[src/rtl/regfile_pkg.sv]
// Shared types and defaults for the regfile writeback path.
package regfile_pkg;

    localparam int DATA_W = 32;
    localparam int ADDR_W = 5;

    localparam logic [ADDR_W-1:0] ZERO_REG = 'd0;

    typedef struct packed {
        logic [ADDR_W-1:0] rw;
        logic [DATA_W-1:0] data;
    } wb_req_t;

endpackage

[src/rtl/regfile_wb_arbiter_if.sv]
// Writeback sources and RegisterFile write port bundle.
interface regfile_wb_arbiter_if #(
    parameter int DATA_W = regfile_pkg::DATA_W,
    parameter int ADDR_W = regfile_pkg::ADDR_W
);

    logic              s0_valid;
    logic              s0_ready;
    logic [ADDR_W-1:0] s0_rw;
    logic [DATA_W-1:0] s0_data;

    logic              s1_valid;
    logic              s1_ready;
    logic [ADDR_W-1:0] s1_rw;
    logic [DATA_W-1:0] s1_data;

    logic              rf_we;
    logic [ADDR_W-1:0] rf_rw;
    logic [DATA_W-1:0] rf_busw;

    modport master (
        output s0_valid, s0_rw, s0_data,
        output s1_valid, s1_rw, s1_data,
        input  s0_ready, s1_ready,
        input  rf_we, rf_rw, rf_busw
    );

    modport slave (
        input  s0_valid, s0_rw, s0_data,
        input  s1_valid, s1_rw, s1_data,
        output s0_ready, s1_ready,
        output rf_we, rf_rw, rf_busw
    );

endinterface

[src/rtl/regfile_wb_arbiter_rr_arb2.sv]
// Two-way round-robin arbiter; last_q remembers the most recent winner.
module rr_arb2 (
    input  logic       clk,
    input  logic       rst_n,
    input  logic [1:0] req,
    input  logic       accept,
    output logic [1:0] grant
);

    logic last_q;
    logic last_d;
    logic both;
    logic only0;
    logic only1;

    assign both  = (req == 2'b11);
    assign only0 = (req == 2'b01);
    assign only1 = (req == 2'b10);

    always_comb begin
        grant = 2'b00;
        unique case (1'b1)
            both:    grant = last_q ? 2'b01 : 2'b10;
            only0:   grant = 2'b01;
            only1:   grant = 2'b10;
            default: grant = 2'b00;
        endcase
    end

    always_comb begin
        last_d = last_q;
        if (accept) begin
            last_d = grant[1];
        end
    end

    // Reset to 1 so source 0 wins the first tie.
    always_ff @(posedge clk or negedge rst_n) begin
        if (!rst_n) begin
            last_q <= 1'b1;
        end else begin
            last_q <= last_d;
        end
    end

endmodule

[src/rtl/regfile_wb_arbiter.sv]
// Arbitrates ALU and load/MDU writebacks onto the single regfile write port.
module regfile_wb_arbiter #(
    parameter int DATA_W      = regfile_pkg::DATA_W,
    parameter int ADDR_W      = regfile_pkg::ADDR_W,
    parameter int ZERO_REG_EN = 1,
    parameter int CNT_W       = 16
) (
    input  logic             clk,
    input  logic             rst_n,
    regfile_wb_arbiter_if.slave bus,
    output logic [CNT_W-1:0] conflict_cnt,
    output logic [CNT_W-1:0] drop_cnt
);

    import regfile_pkg::*;

    localparam bit ZERO_EN = (ZERO_REG_EN != 0);

    typedef struct packed {
        logic [ADDR_W-1:0] rw;
        logic [DATA_W-1:0] data;
    } req_t;

    logic [1:0]        req;
    logic [1:0]        grant;
    logic              accept;
    logic              drop;
    logic              both;
    req_t              sel;

    logic              we_q;
    logic              we_d;
    logic [ADDR_W-1:0] rw_q;
    logic [ADDR_W-1:0] rw_d;
    logic [DATA_W-1:0] data_q;
    logic [DATA_W-1:0] data_d;
    logic [CNT_W-1:0]  cc_q;
    logic [CNT_W-1:0]  cc_d;
    logic [CNT_W-1:0]  dc_q;
    logic [CNT_W-1:0]  dc_d;

    assign req  = {bus.s1_valid, bus.s0_valid};
    assign both = &req;

    rr_arb2 u_arb (
        .clk    (clk),
        .rst_n  (rst_n),
        .req    (req),
        .accept (accept),
        .grant  (grant)
    );

    assign accept       = |grant;
    assign bus.s0_ready = grant[0];
    assign bus.s1_ready = grant[1];

    always_comb begin
        sel.rw   = bus.s0_rw;
        sel.data = bus.s0_data;
        if (grant[1]) begin
            sel.rw   = bus.s1_rw;
            sel.data = bus.s1_data;
        end
    end

    // r0 writes are still accepted so the source never stalls on them.
    assign drop = accept && ZERO_EN && (sel.rw == ADDR_W'(ZERO_REG));

    always_comb begin
        we_d   = accept && !drop;
        rw_d   = rw_q;
        data_d = data_q;
        if (we_d) begin
            rw_d   = sel.rw;
            data_d = sel.data;
        end
    end

    always_comb begin
        cc_d = cc_q;
        dc_d = dc_q;
        if (both && !(&cc_q)) begin
            cc_d = cc_q + CNT_W'(1);
        end
        if (drop && !(&dc_q)) begin
            dc_d = dc_q + CNT_W'(1);
        end
    end

    always_ff @(posedge clk or negedge rst_n) begin
        if (!rst_n) begin
            we_q   <= 1'b0;
            rw_q   <= '0;
            data_q <= '0;
            cc_q   <= '0;
            dc_q   <= '0;
        end else begin
            we_q   <= we_d;
            rw_q   <= rw_d;
            data_q <= data_d;
            cc_q   <= cc_d;
            dc_q   <= dc_d;
        end
    end

    assign bus.rf_we   = we_q;
    assign bus.rf_rw   = rw_q;
    assign bus.rf_busw = data_q;

    assign conflict_cnt = cc_q;
    assign drop_cnt     = dc_q;

endmodule

[src/flat_wrapper.sv]
// flat-port wrapper written by rule: the top's interface ports become plain ports
module regfile_wb_arbiter_flat import regfile_pkg::*;
#(
    parameter int DATA_W      = regfile_pkg::DATA_W,
    parameter int ADDR_W      = regfile_pkg::ADDR_W,
    parameter int ZERO_REG_EN = 1,
    parameter int CNT_W       = 16
)
  (clk, rst_n, conflict_cnt, drop_cnt, bus_s0_valid, bus_s0_rw, bus_s0_data, bus_s1_valid, bus_s1_rw, bus_s1_data, bus_s0_ready, bus_s1_ready, bus_rf_we, bus_rf_rw, bus_rf_busw);
  regfile_wb_arbiter_if #(.DATA_W(DATA_W), .ADDR_W(ADDR_W)) bus_i ();
  input  logic clk;
  input  logic rst_n;
  output logic [CNT_W-1:0] conflict_cnt;
  output logic [CNT_W-1:0] drop_cnt;
  input wire logic [$bits(bus_i.s0_valid)-1:0] bus_s0_valid;
  input wire logic [$bits(bus_i.s0_rw)-1:0] bus_s0_rw;
  input wire logic [$bits(bus_i.s0_data)-1:0] bus_s0_data;
  input wire logic [$bits(bus_i.s1_valid)-1:0] bus_s1_valid;
  input wire logic [$bits(bus_i.s1_rw)-1:0] bus_s1_rw;
  input wire logic [$bits(bus_i.s1_data)-1:0] bus_s1_data;
  output wire logic [$bits(bus_i.s0_ready)-1:0] bus_s0_ready;
  output wire logic [$bits(bus_i.s1_ready)-1:0] bus_s1_ready;
  output wire logic [$bits(bus_i.rf_we)-1:0] bus_rf_we;
  output wire logic [$bits(bus_i.rf_rw)-1:0] bus_rf_rw;
  output wire logic [$bits(bus_i.rf_busw)-1:0] bus_rf_busw;
  assign bus_i.s0_valid = bus_s0_valid;
  assign bus_i.s0_rw = bus_s0_rw;
  assign bus_i.s0_data = bus_s0_data;
  assign bus_i.s1_valid = bus_s1_valid;
  assign bus_i.s1_rw = bus_s1_rw;
  assign bus_i.s1_data = bus_s1_data;
  assign bus_s0_ready = bus_i.s0_ready;
  assign bus_s1_ready = bus_i.s1_ready;
  assign bus_rf_we = bus_i.rf_we;
  assign bus_rf_rw = bus_i.rf_rw;
  assign bus_rf_busw = bus_i.rf_busw;
  regfile_wb_arbiter #(.DATA_W(DATA_W), .ADDR_W(ADDR_W), .ZERO_REG_EN(ZERO_REG_EN), .CNT_W(CNT_W)) u_core (.clk(clk), .rst_n(rst_n), .bus(bus_i), .conflict_cnt(conflict_cnt), .drop_cnt(drop_cnt));
endmodule
[config.mk]
export PLATFORM = sky130hd
export DESIGN_NAME = regfile_wb_arbiter_flat
export DESIGN_NICKNAME = d
export VERILOG_FILES = /design/src/rtl/regfile_pkg.sv /design/src/rtl/regfile_wb_arbiter_if.sv /design/src/rtl/regfile_wb_arbiter_rr_arb2.sv /design/src/rtl/regfile_wb_arbiter.sv /design/src/flat_wrapper.sv
export SDC_FILE = /design/constraint.sdc
export NUM_CORES = 1
export LEC_CHECK = 0
export ABC_AREA = 1
export ABC_CLOCK_PERIOD_IN_PS = 2500
export BUFFER_PORTS_ARGS = -buffer_cell sky130_fd_sc_hd__buf_4
export CAP_MARGIN = 20
export CORE_UTILIZATION = 50
export CTS_CLUSTER_SIZE = 16
export DETAILED_ROUTE_END_ITERATION = 8
export PLACE_DENSITY_LB_ADDON = 0.25
export SLEW_MARGIN = 40
export SYNTH_ARGS = -nofsm -noshare
export SYNTH_HDL_FRONTEND = slang
export SYNTH_SLANG_ARGS = --single-unit
[constraint.sdc]
create_clock -name clk -period 2.5 [get_ports clk]
set_input_delay 0.75 -clock clk [delete_from_list [all_inputs] [get_ports clk]]
set_output_delay 0.75 -clock clk [all_outputs]
set_load 0.005 [all_outputs]
==> results of run 1 <==
[final cells by class]
| class | count | area share, % |
|---|---|---|
| tap | 99 | 2.319 |
| clock buffer | 12 | 2.530 |
| inverter | 38 | 2.670 |
| clock inverter | 4 | 1.312 |
| sequential | 71 | 33.29 |
| timing repair buffer | 158 | 22.44 |
| multi-input combinational | 427 | 35.44 |
[registers in the layout, indices dropped and copies added (netlist names)]
signal               flops
u_core.drop_cnt         16
u_core.u_arb.last_q      1
u_core.bus.rf_we         1
u_core.bus.rf_rw         5
u_core.bus.rf_busw      32
u_core.conflict_cnt     16
[worst register-to-register path: stages (launching register included)]
cell and delay (ps):
dfstp_2 550, nand2_2 110, nand2_2 250, nand2_1 100, nand2_1 100, nand3_2 140, o21ai_4 180, buf_4 320
o21ai_0 130
[power by group through the flow]
stage | Sequential, mW | Combinational [mW] | Clock, mW
2_1_floorplan | 1.45 | 0.324 | 0
3_3_place_gp | 1.47 | 0.736 | 0
3_5_place_dp | 1.47 | 0.760 | 0
4_1_cts | 1.45 | 0.760 | 0.992
5_1_grt | 1.48 | 0.843 | 1.04
6_report | 1.45 | 0.748 | 0.980
[cells by family after synthesis]
family / Yosys count / synth area share, %
buffers and inverters: 58 / 6.738
AOI/OAI and AO/OA: 13 / 2.003
and+or+nand+nor: 392 / 41.00
adders and majority gates: 2 / 0.6356
DFF: 71 / 45.17
xor gates and xnor gates: 20 / 4.450
[layer usage]
metal / GRT usage, % / vias up / wire length [µm]
met5: 0 / - / 0
met4: 9.140 / 0 / 151
met3: 7.997 / 10 / 772
met2: 42.93 / 126 / 4925
met1: 30.34 / 1826 / 4149
li1: - / 2013 / -
[cell usage after synthesis]
library cell	n	area share, %
nand2_1	302	29
dfrtp_1	70	45
inv_1	36	3.4
nor2_1	32	3.1
nand4_1	22	3.5
nand3_1	20	2.5
xor2_1	14	3.1
o21ai_0	11	1.4
clkbuf_1	7	0.67
nor3_1	6	0.76
xnor2_1	6	1.3
buf_2	5	0.64
buf_6	4	1.1
buf_4	3	0.57
nand2_2	3	0.48
nand3b_1	3	0.57
ha_1	2	0.64
buf_1	1	0.095
clkinv_1	1	0.095
dfstp_2	1	0.67
inv_2	1	0.095
nand3_2	1	0.25
nand3_4	1	0.45
nand4_2	1	0.32
nor2_4	1	0.29
o21a_1	1	0.19
o21ai_4	1	0.41
[per-stage QoR]
| step | util [%] | power [mW] | setup WS [ps] | area, µm² | hold WS, ps |
|---|---|---|---|---|---|
| global route | 71.72 | 3.362 | 148.1 | 5341 | 323.1 |
| global placement | 68.97 | 2.201 | 270.5 | 5136 | 465.1 |
| CTS | 71.72 | 3.205 | 216.9 | 5341 | 315.7 |
| floorplan | - | 1.777 | 251.8 | 3936 | 454.4 |
| finish | 71.72 | 3.181 | 252.5 | 5341 | 312.0 |
| detailed placement | 68.97 | 2.228 | 166.6 | 5136 | 467.1 |
[worst paths after layout]
kind / start / end / slack, ps / cells past startpoint
max: u_core.u_arb.last_q / bus_s1_ready / 250 / 4
min: rst_n / u_core.conflict_cnt[11] / 310 / 1
max reg2reg: u_core.u_arb.last_q / u_core.bus.rf_rw[0] / 490 / 8
min reg2reg: u_core.bus.rf_busw[7] / u_core.bus.rf_busw[7] / 480 / 2
max in group asynchronous: rst_n / u_core.u_arb.last_q / 1570 / 2
min in group clk: u_core.bus.rf_busw[7] / u_core.bus.rf_busw[7] / 480 / 2
==> impl_metrics.toml, run 1 <==
[timing]
max_freq_ghz = 0.4449
drv_slew = 0
min_period_ps = 2247
slew_headroom_pct = 65.13
hold_viol = 0
fin_skew_ps = 10.80
finalCritPeriodShare_pct = 89.90
finalSetupTns_ps = 0
setup_violations = 0
rsz0062_at_grt = "false"
worstMarginPinSlew_ps = 522.3

[place]
dp_hpwl_um = 7556
port_buffers = 149
placed_cells = 793
routabilityCongestion = 0.8623

[floorplanning]
core_mm2 = 0.007447
start_util_pct = 52.86
die_width_um = 90.73
rows = 31
die_h_um = 90.73
die-area_mm2 = 0.008231
ios = 150

[final_layout]
drive_gt1_share_pct = 25.49
regArea_mm2 = 0.001778
fillers = 645
finalNetCount = 785
layout_common_cells = "nand2_1 (302), buf_4 (157), dfrtp_1 (70), inv_1 (36), nor2_1 (32)"
layout_commonest_cell = "nand2_1"
antenna_cells = 0
areaGrowthSynthToFinish_pct = 35.70
multi_input_area_mm2 = 0.001893
stdcell_count = 809

[power_and_ir_drop]
pwr-share-comb_pct = 23.5
ir_drop_uv = 312.9
p_leak_nw = 3.010
sequentialPowerShare_pct = 45.7
p_per_area_mw_per_mm2 = 595.6
power.internal_mw = 2.257
clkPwrFrac_pct = 30.8
power_switching_mw = 0.9246
swShare_pct = 29.06

[worst_setup_path]
crit_path_start_kind = "register"
worst_path_dominant_cell_family = "flip-flops"
crit_type = "register to output pin"
slowest_stage = "dfstp_2"
arrival_ps = 1500
crit_buf_inv = 2
path_cells = "nand2_2 > nand2_2 > inv_1 > buf_4"
slowest_delay_ps = 550
crit_path_end_kind = "output pin"
cp_max_fo = 16
cp_common_cell = "nand2_2"
crit_required_ps = 1750

[global_route]
gr-total-overflow = 0
antenna_found_initial = 0
grt_pass1_vias = 3781
grtUsageTotal_pct = 25.42
grt_pass1_wl_um = 16790
grt_max_degree = 45

[clocking]
cts_tree = "done"
cts_root_buffer = "clkbuf_8"
clk_latency_ps = 350
cts_resized = 0
cts.sinks = 71
clkSlewWorstSetupHoldPaths_ps = 80
cts_setup_buffers = 0
cts_max_path_buffers = 2
cts_made_buffers = 9
htreeDepth = 3
cts_hold_buf = 0

[routing]
num_vias = 3975
vias_per_cell = 4.913
drt_iter0_drc = 124
dr.pass1.iters = 4
routed_wl_um = 9999
drc = 0
antenna_left = 0
wire_per_inst_um = 12.36

[yosys]
ys_warn_count = 0
synth_cell_types = 27
synthCells = 556
syn_nets = 636
ys_ff_latch = 71
seq_area_frac_synth_pct = 45.17
avgSynthCellArea_um2 = 7.080
synth_area_mm2 = 0.003936

[run_status]
status = "finished clean"

[worst_hold_path]
hold_class = "primary input to asynchronous set/reset pin"

[run]
cap_viol_max_count = 0
No activity file was read; power rests on OpenSTA's default activity.
==> run 2: changes to the inputs <==
BUFFER_PORTS_ARGS = not set   (was -buffer_cell sky130_fd_sc_hd__buf_4)
CORE_UTILIZATION = 60   (was 50)
DONT_BUFFER_PORTS = 1   (was not set)
SLEW_MARGIN = not set   (was 40)
==> run 2 against run 1 <==
Routed wire length down 12%. Via count down 13%. Setup slack better by 240 ps. First-iteration DRC count up 46%. Die area down 16%. Design area down 22%. Cell count down 21%. Clock power down 2%. Critical path depth down 1. Critical path type unchanged.
==> impl_metrics.toml, run 2 (synthesis results as in run 1) <==
[run_status]
status = "finished clean"

[global_route]
grtUsageTotal_pct = 26.15
grt_pass1_vias = 3198
gr-total-overflow = 0
antenna_found_initial = 2
grt_max_degree = 72
grt_pass1_wl_um = 14560

[worst_setup_path]
endpoint = "bus_s1_ready"
crit_required_ps = 1750
crit_path_start_kind = "register"
crit_path_end_kind = "output pin"
arrival_ps = 1250
rr_startpoint = "u_core.u_arb.last_q"
cp_max_fo = 7
startpoint = "u_core.u_arb.last_q"
r2r_end = "u_core.bus.rf_busw[16]"
rr_worst_depth = 9
crit_type = "register to output pin"
r2r_slack_ps = 500

[timing]
max_freq_ghz = 0.4989
slew_headroom_pct = 65.62
rsz0062_at_grt = "false"
setup_violations = 0
finalSetupTns_ps = 0
worstMarginPinSlew_ps = 515.0
fin_skew_ps = 9.680
whs_ps = 83.34
hold_viol = 0
drv_slew = 0
finalCritPeriodShare_pct = 80.17
min_period_ps = 2004

[final_layout]
drive_gt1_share_pct = 5.893
areaGrowthSynthToFinish_pct = 6.294
largest_reg_flops = 32
finalNetCount = 635
design_area_mm2 = 0.004184
fillers = 566
layout_common_cells = "nand2_1 (302), dfrtp_1 (70), inv_1 (36), nor2_1 (32), nand4_1 (22)"
multi_input_area_mm2 = 0.001893
stdcell_count = 639
regArea_mm2 = 0.001778
layout_commonest_cell = "nand2_1"

[place]
place_area_mm2 = 0.003970
dp_hpwl_um = 6310
routabilityCongestion = 0.8788
port_buffers = 0
placed_cells = 621

[power_and_ir_drop]
p_leak_nw = 2.259
ir_drop_uv = 459.6
p_per_area_mw_per_mm2 = 675.1

[clocking]
htreeDepth = 3
cts_hold_buf = 0
clkSlewWorstSetupHoldPaths_ps = 90
cts_max_path_buffers = 2
cts.sinks = 71
cts_resized = 0
clk_latency_ps = 350
cts_made_buffers = 9
cts_tree = "done"
cts_root_buffer = "clkbuf_8"
cts_setup_buffers = 0

[run]
cap_viol_max_count = 0

[floorplanning]
core_mm2 = 0.006350
rows = 29
start_util_pct = 61.99
die-area_mm2 = 0.006888
die_h_um = 83.00
ios = 150
die_width_um = 83.00

[routing]
dr.pass1.iters = 5
num_vias = 3447
drc = 0
routed_wl_um = 8756
antenna_left = 0
wire_per_inst_um = 13.70
vias_per_cell = 5.394
drt_iter0_drc = 181

[worst_hold_path]
hold_class = "primary input to asynchronous set/reset pin"
-- run 2: changes by cell type in the layout (fill, tap and decap cells not counted) --
cell,before,now
buf_4,157,8
clkbuf_8,9,11
clkinvlp_4,0,2
clkinv_2,2,0
buf_12,1,0
clkbuf_1,3,1
clkinv_4,0,1
bufinv_16,2,1
diode_2,0,2
-- run 2: power by group --
part	internal [mW]	total, mW	switching (mW)	leakage [nW]
clock	0.518	0.964	0.446	0.0988
combinational	0.139	0.374	0.235	1.26
sequential	1.30	1.49	0.184	0.897
total	1.96	2.82	0.865	2.26
-- run 2: cell type report --
cell class | count | share of cell area, %
repair buffers | 8 | 1.435
well taps | 77 | 2.303
multi-input cells | 427 | 45.25
clock inverters | 4 | 1.286
clock buffers | 12 | 3.708
diodes | 2 | 0.1196
flip-flops and latches | 71 | 42.49
inverters | 38 | 3.409
-- run 2: per-layer routing --
metal	routed length, µm	global-route usage, %	part of all wire (%)
met5	0	0	0
met1	3648	30.40	42
met4	140	10.50	1.6
met3	625	8.847	7.1
met2	4342	44.34	50
-- run 2: through the flow --
stage	power, mW	setup slack, ps	util (%)
2_1_floorplan	1.777	251.8	-
3_3_place_gp	1.864	400.9	62.52
3_5_place_dp	1.887	311.6	62.52
4_1_cts	2.838	466.9	65.81
5_1_grt	2.960	289.8	65.89
6_report	2.825	495.7	65.89
-- run 2: worst min-delay path by stage --
stage	start	to	slack [ps]	cells past startpoint
final	rst_n	u_core.conflict_cnt[15]	80	0
after global routing	rst_n	u_core.conflict_cnt[15]	70	0
after CTS	rst_n	u_core.conflict_cnt[15]	80	0
after detailed placement	rst_n	u_core.conflict_cnt[15]	460	0
after global placement	rst_n	u_core.conflict_cnt[15]	460	0
after floorplan	rst_n	u_core.bus.rf_busw[0]	450	0
-- run 2: worst max-delay path: stages (launching register included) --
cell,delay [ps]
dfstp_2,550
nand2_2,100
nand2_2,140
inv_1,110
==> run 3: changes to the inputs <==
ABC_AREA = 0   (was 1)
ABC_CLOCK_PERIOD_IN_PS = 1800   (was 2500)
CORE_UTILIZATION = 57   (was 60)
clock period = 1.8 ns   (was 2.5 ns; I/O delays follow)
==> run 3 against run 2 <==
The flow now finishes with violations (negative hold slack). Via count decreased by 25%. First-iteration DRC count decreased by 60%. Count of clock-buffer cells in the layout decreased by 1. Sequential cell count unchanged. Core utilization increased by 6.3 points. Critical path type unchanged. Critical endpoint unchanged.
==> impl_metrics.toml, run 3 <==
[run_status]
status = "finished with violations"
failed_checks = "negative hold slack"

[yosys]
synth_top_family_by_area = "simple AND/OR/NAND/NOR gates"
synthCells = 330
yosys-top-cells-count = "dfrtp_1 (70), nor2_1 (47), a21oi_1 (41)"
synthMuxAreaShare_pct = 12.19
synth_compound_area_share_pct = 8.847
synth_cell_types = 39
syn_nets = 410
synth_ff_type = "dfrtp_1"
seq_area_frac_synth_pct = 52.17
yosysTopAreaCell = "dfrtp_1"
synth.area.top_cells = "dfrtp_1 (51%), mux2i_1 (11%), a21oi_1 (6.0%)"
synthAdderAreaFrac_pct = 0.7342
yosys.area_share.simple_pct = 16.63
yosysTopAreaCellShare_pct = 51.40
ys_ff_latch = 71
avgSynthCellArea_um2 = 10.33
async_reset_ff_share_pct = 100.0
yosysMostFrequentCell = "dfrtp_1"
synthXorXnorAreaFrac_pct = 6.681
ys_warn_count = 0
synth-edff-count = 0
synth_area_mm2 = 0.003408

[run]
cap_viol_max_count = 0

[timing]
worstMarginPinSlew_ps = 534.7
rsz0062_at_grt = "true"
slew_headroom_pct = 64.27
setup_violations = 0
setup_ws_ps = 55.57
max_freq_ghz = 0.5733
finalCritPeriodShare_pct = 96.91
fin_skew_ps = 10.51
min_period_ps = 1744
drv_slew = 0
hold_viol = 70
whs_ps = -112.1
finalSetupTns_ps = 0

[floorplanning]
rows = 27
start_util_pct = 60.41
die-area_mm2 = 0.006292
die_width_um = 79.33
ios = 150
die_h_um = 79.33
core_mm2 = 0.005642

[power_and_ir_drop]
pwr-share-comb_pct = 16.2
ir_drop_uv = 613.2
power_mw = 4.381
power_switching_mw = 1.184
clkPwrFrac_pct = 36.2
p_leak_nw = 1.811
sequentialPowerShare_pct = 47.5
power.internal_mw = 3.197
swShare_pct = 27.03
p_per_area_mw_per_mm2 = 1075

[clocking]
htreeDepth = 3
cts.sinks = 71
cts_tree = "done"
cts_max_path_buffers = 2
cts_root_buffer = "clkbuf_8"
cts_made_buffers = 9
clk_latency_ps = 350
clkSlewWorstSetupHoldPaths_ps = 70

[routing]
antenna_left = 0
num_vias = 2579
drt_iter0_drc = 73
wire_per_inst_um = 17.83
drc = 0
vias_per_cell = 5.915
dr.pass1.iters = 4
routed_wl_um = 7775

[place]
dp_slack_ps = -160.0
placed_cells = 418
dp_hpwl_um = 5714
port_buffers = 0
routabilityCongestion = 0.8098

[global_route]
grtUsageTotal_pct = 25.84
grt_pass1_wl_um = 12160
grt_pass1_vias = 2570
grt_use_met1_pct = 29.75
grt_max_degree = 72
groute.layer.met3.usage_pct = 8.506
gr-total-overflow = 0
antenna_found_initial = 0
top_usage_layer = "met2"
use_met2_pct = 43.19

[final_layout]
post-route-util_pct = 72.23
areaGrowthSynthToFinish_pct = 19.57
largest_reg_flops = 32
layout_common_cells = "dfrtp_1 (69), nor2_1 (46), a21oi_1 (41), mux2i_1 (37), buf_4 (32)"
drive_gt1_share_pct = 22.53
finalNetCount = 439
stdcell_count = 436
antenna_cells = 0
layout_commonest_cell = "dfrtp_1"
fillers = 421

[worst_setup_path]
crit_type = "register to output pin"
crit_path_start_kind = "register"
crit_path_end_kind = "output pin"
cp_max_fo = 8
arrival_ps = 1200
crit_required_ps = 1260

[worst_hold_path]
hold_class = "primary input to asynchronous set/reset pin"
run 3: cell types whose count changed after synthesis, sizes merged, moves of 9 or more:
cell,change
nand2,-285
nand4,-17
mux2i,+37
nor2,+15
o21ai,-10
inv,-34
nand3,-9
a21oi,+42
run 3: path summary, 6_finish.rpt:
path / startpoint / end / slack [ps] / cells past startpoint
hold reg to reg: u_core.drop_cnt[12] / u_core.drop_cnt[12] / 520 / 1
hold / removal: rst_n / u_core.drop_cnt[9] / -110 / 0
min in group clk: bus_s0_valid / u_core.u_arb.last_q / 240 / 1
setup / recovery: u_core.u_arb.last_q / bus_s1_ready / 60 / 2
max in group asynchronous: rst_n / u_core.u_arb.last_q / 1710 / 0
setup reg to reg: u_core.conflict_cnt[9] / u_core.conflict_cnt[14] / 60 / 6
run 3: metrics by stage:
step,hold slack [ps],instance area (µm²)
after floorplan,244.4,3520
after global placement,246.3,3764
after detailed placement,245.7,3764
after CTS,-127.4,4026
after global routing,-138.6,4075
final,-112.1,4075
run 3: power by group through the flow:
| stage | Sequential [mW] | Clock, mW | Combinational (mW) |
|---|---|---|---|
| 6_report | 2.08 | 1.59 | 0.711 |
| 5_1_grt | 2.11 | 1.69 | 0.787 |
| 4_1_cts | 2.08 | 1.61 | 0.710 |
| 3_5_place_dp | 2.11 | 0 | 0.700 |
| 3_3_place_gp | 2.09 | 0 | 0.663 |
| 2_1_floorplan | 2.09 | 0 | 0.445 |
run 3: layout make-up:
cell class,count,area [µm²],area share (%)
Clock inverter,5,103.9,2.548
Timing Repair Buffer,34,271.5,6.663
Sequential cell,71,1779,43.66
Multi-Input combinational cell,240,1668,40.93
Clock buffer,11,151.4,3.715
Tap cell,72,90.09,2.211
Inverter,3,11.26,0.2763
run 3: what timing repair did:
item / in CTS / in global routing
setup buffers: 0 / 2
resized for setup: 1 / 8
pin swaps: 0 / 2
endpoints found under the hold margin: 70 / 70
endpoints found under the setup margin: 1 / 7
run 3: metal layers:
| metal | vias up | part of all wire (%) |
|---|---|---|
| met5 | - | 0 |
| met4 | 0 | 2.8 |
| met3 | 20 | 8.7 |
| met2 | 108 | 50 |
| met1 | 1228 | 38 |
| li1 | 1223 | - |
run 3: logic make-up after synthesis:
kind of cell    count (synthesis)
mux                            41
fa+ha+maj                       2
flops                          71
xor+xnor                       26
buf+inv                        19
simple gates                  117
compound gates                 54
run 3: critical path, cell delays in order (launching register included):
cell	delay (ps)
dfstp_2	400
a21boi_4	260
buf_6	200
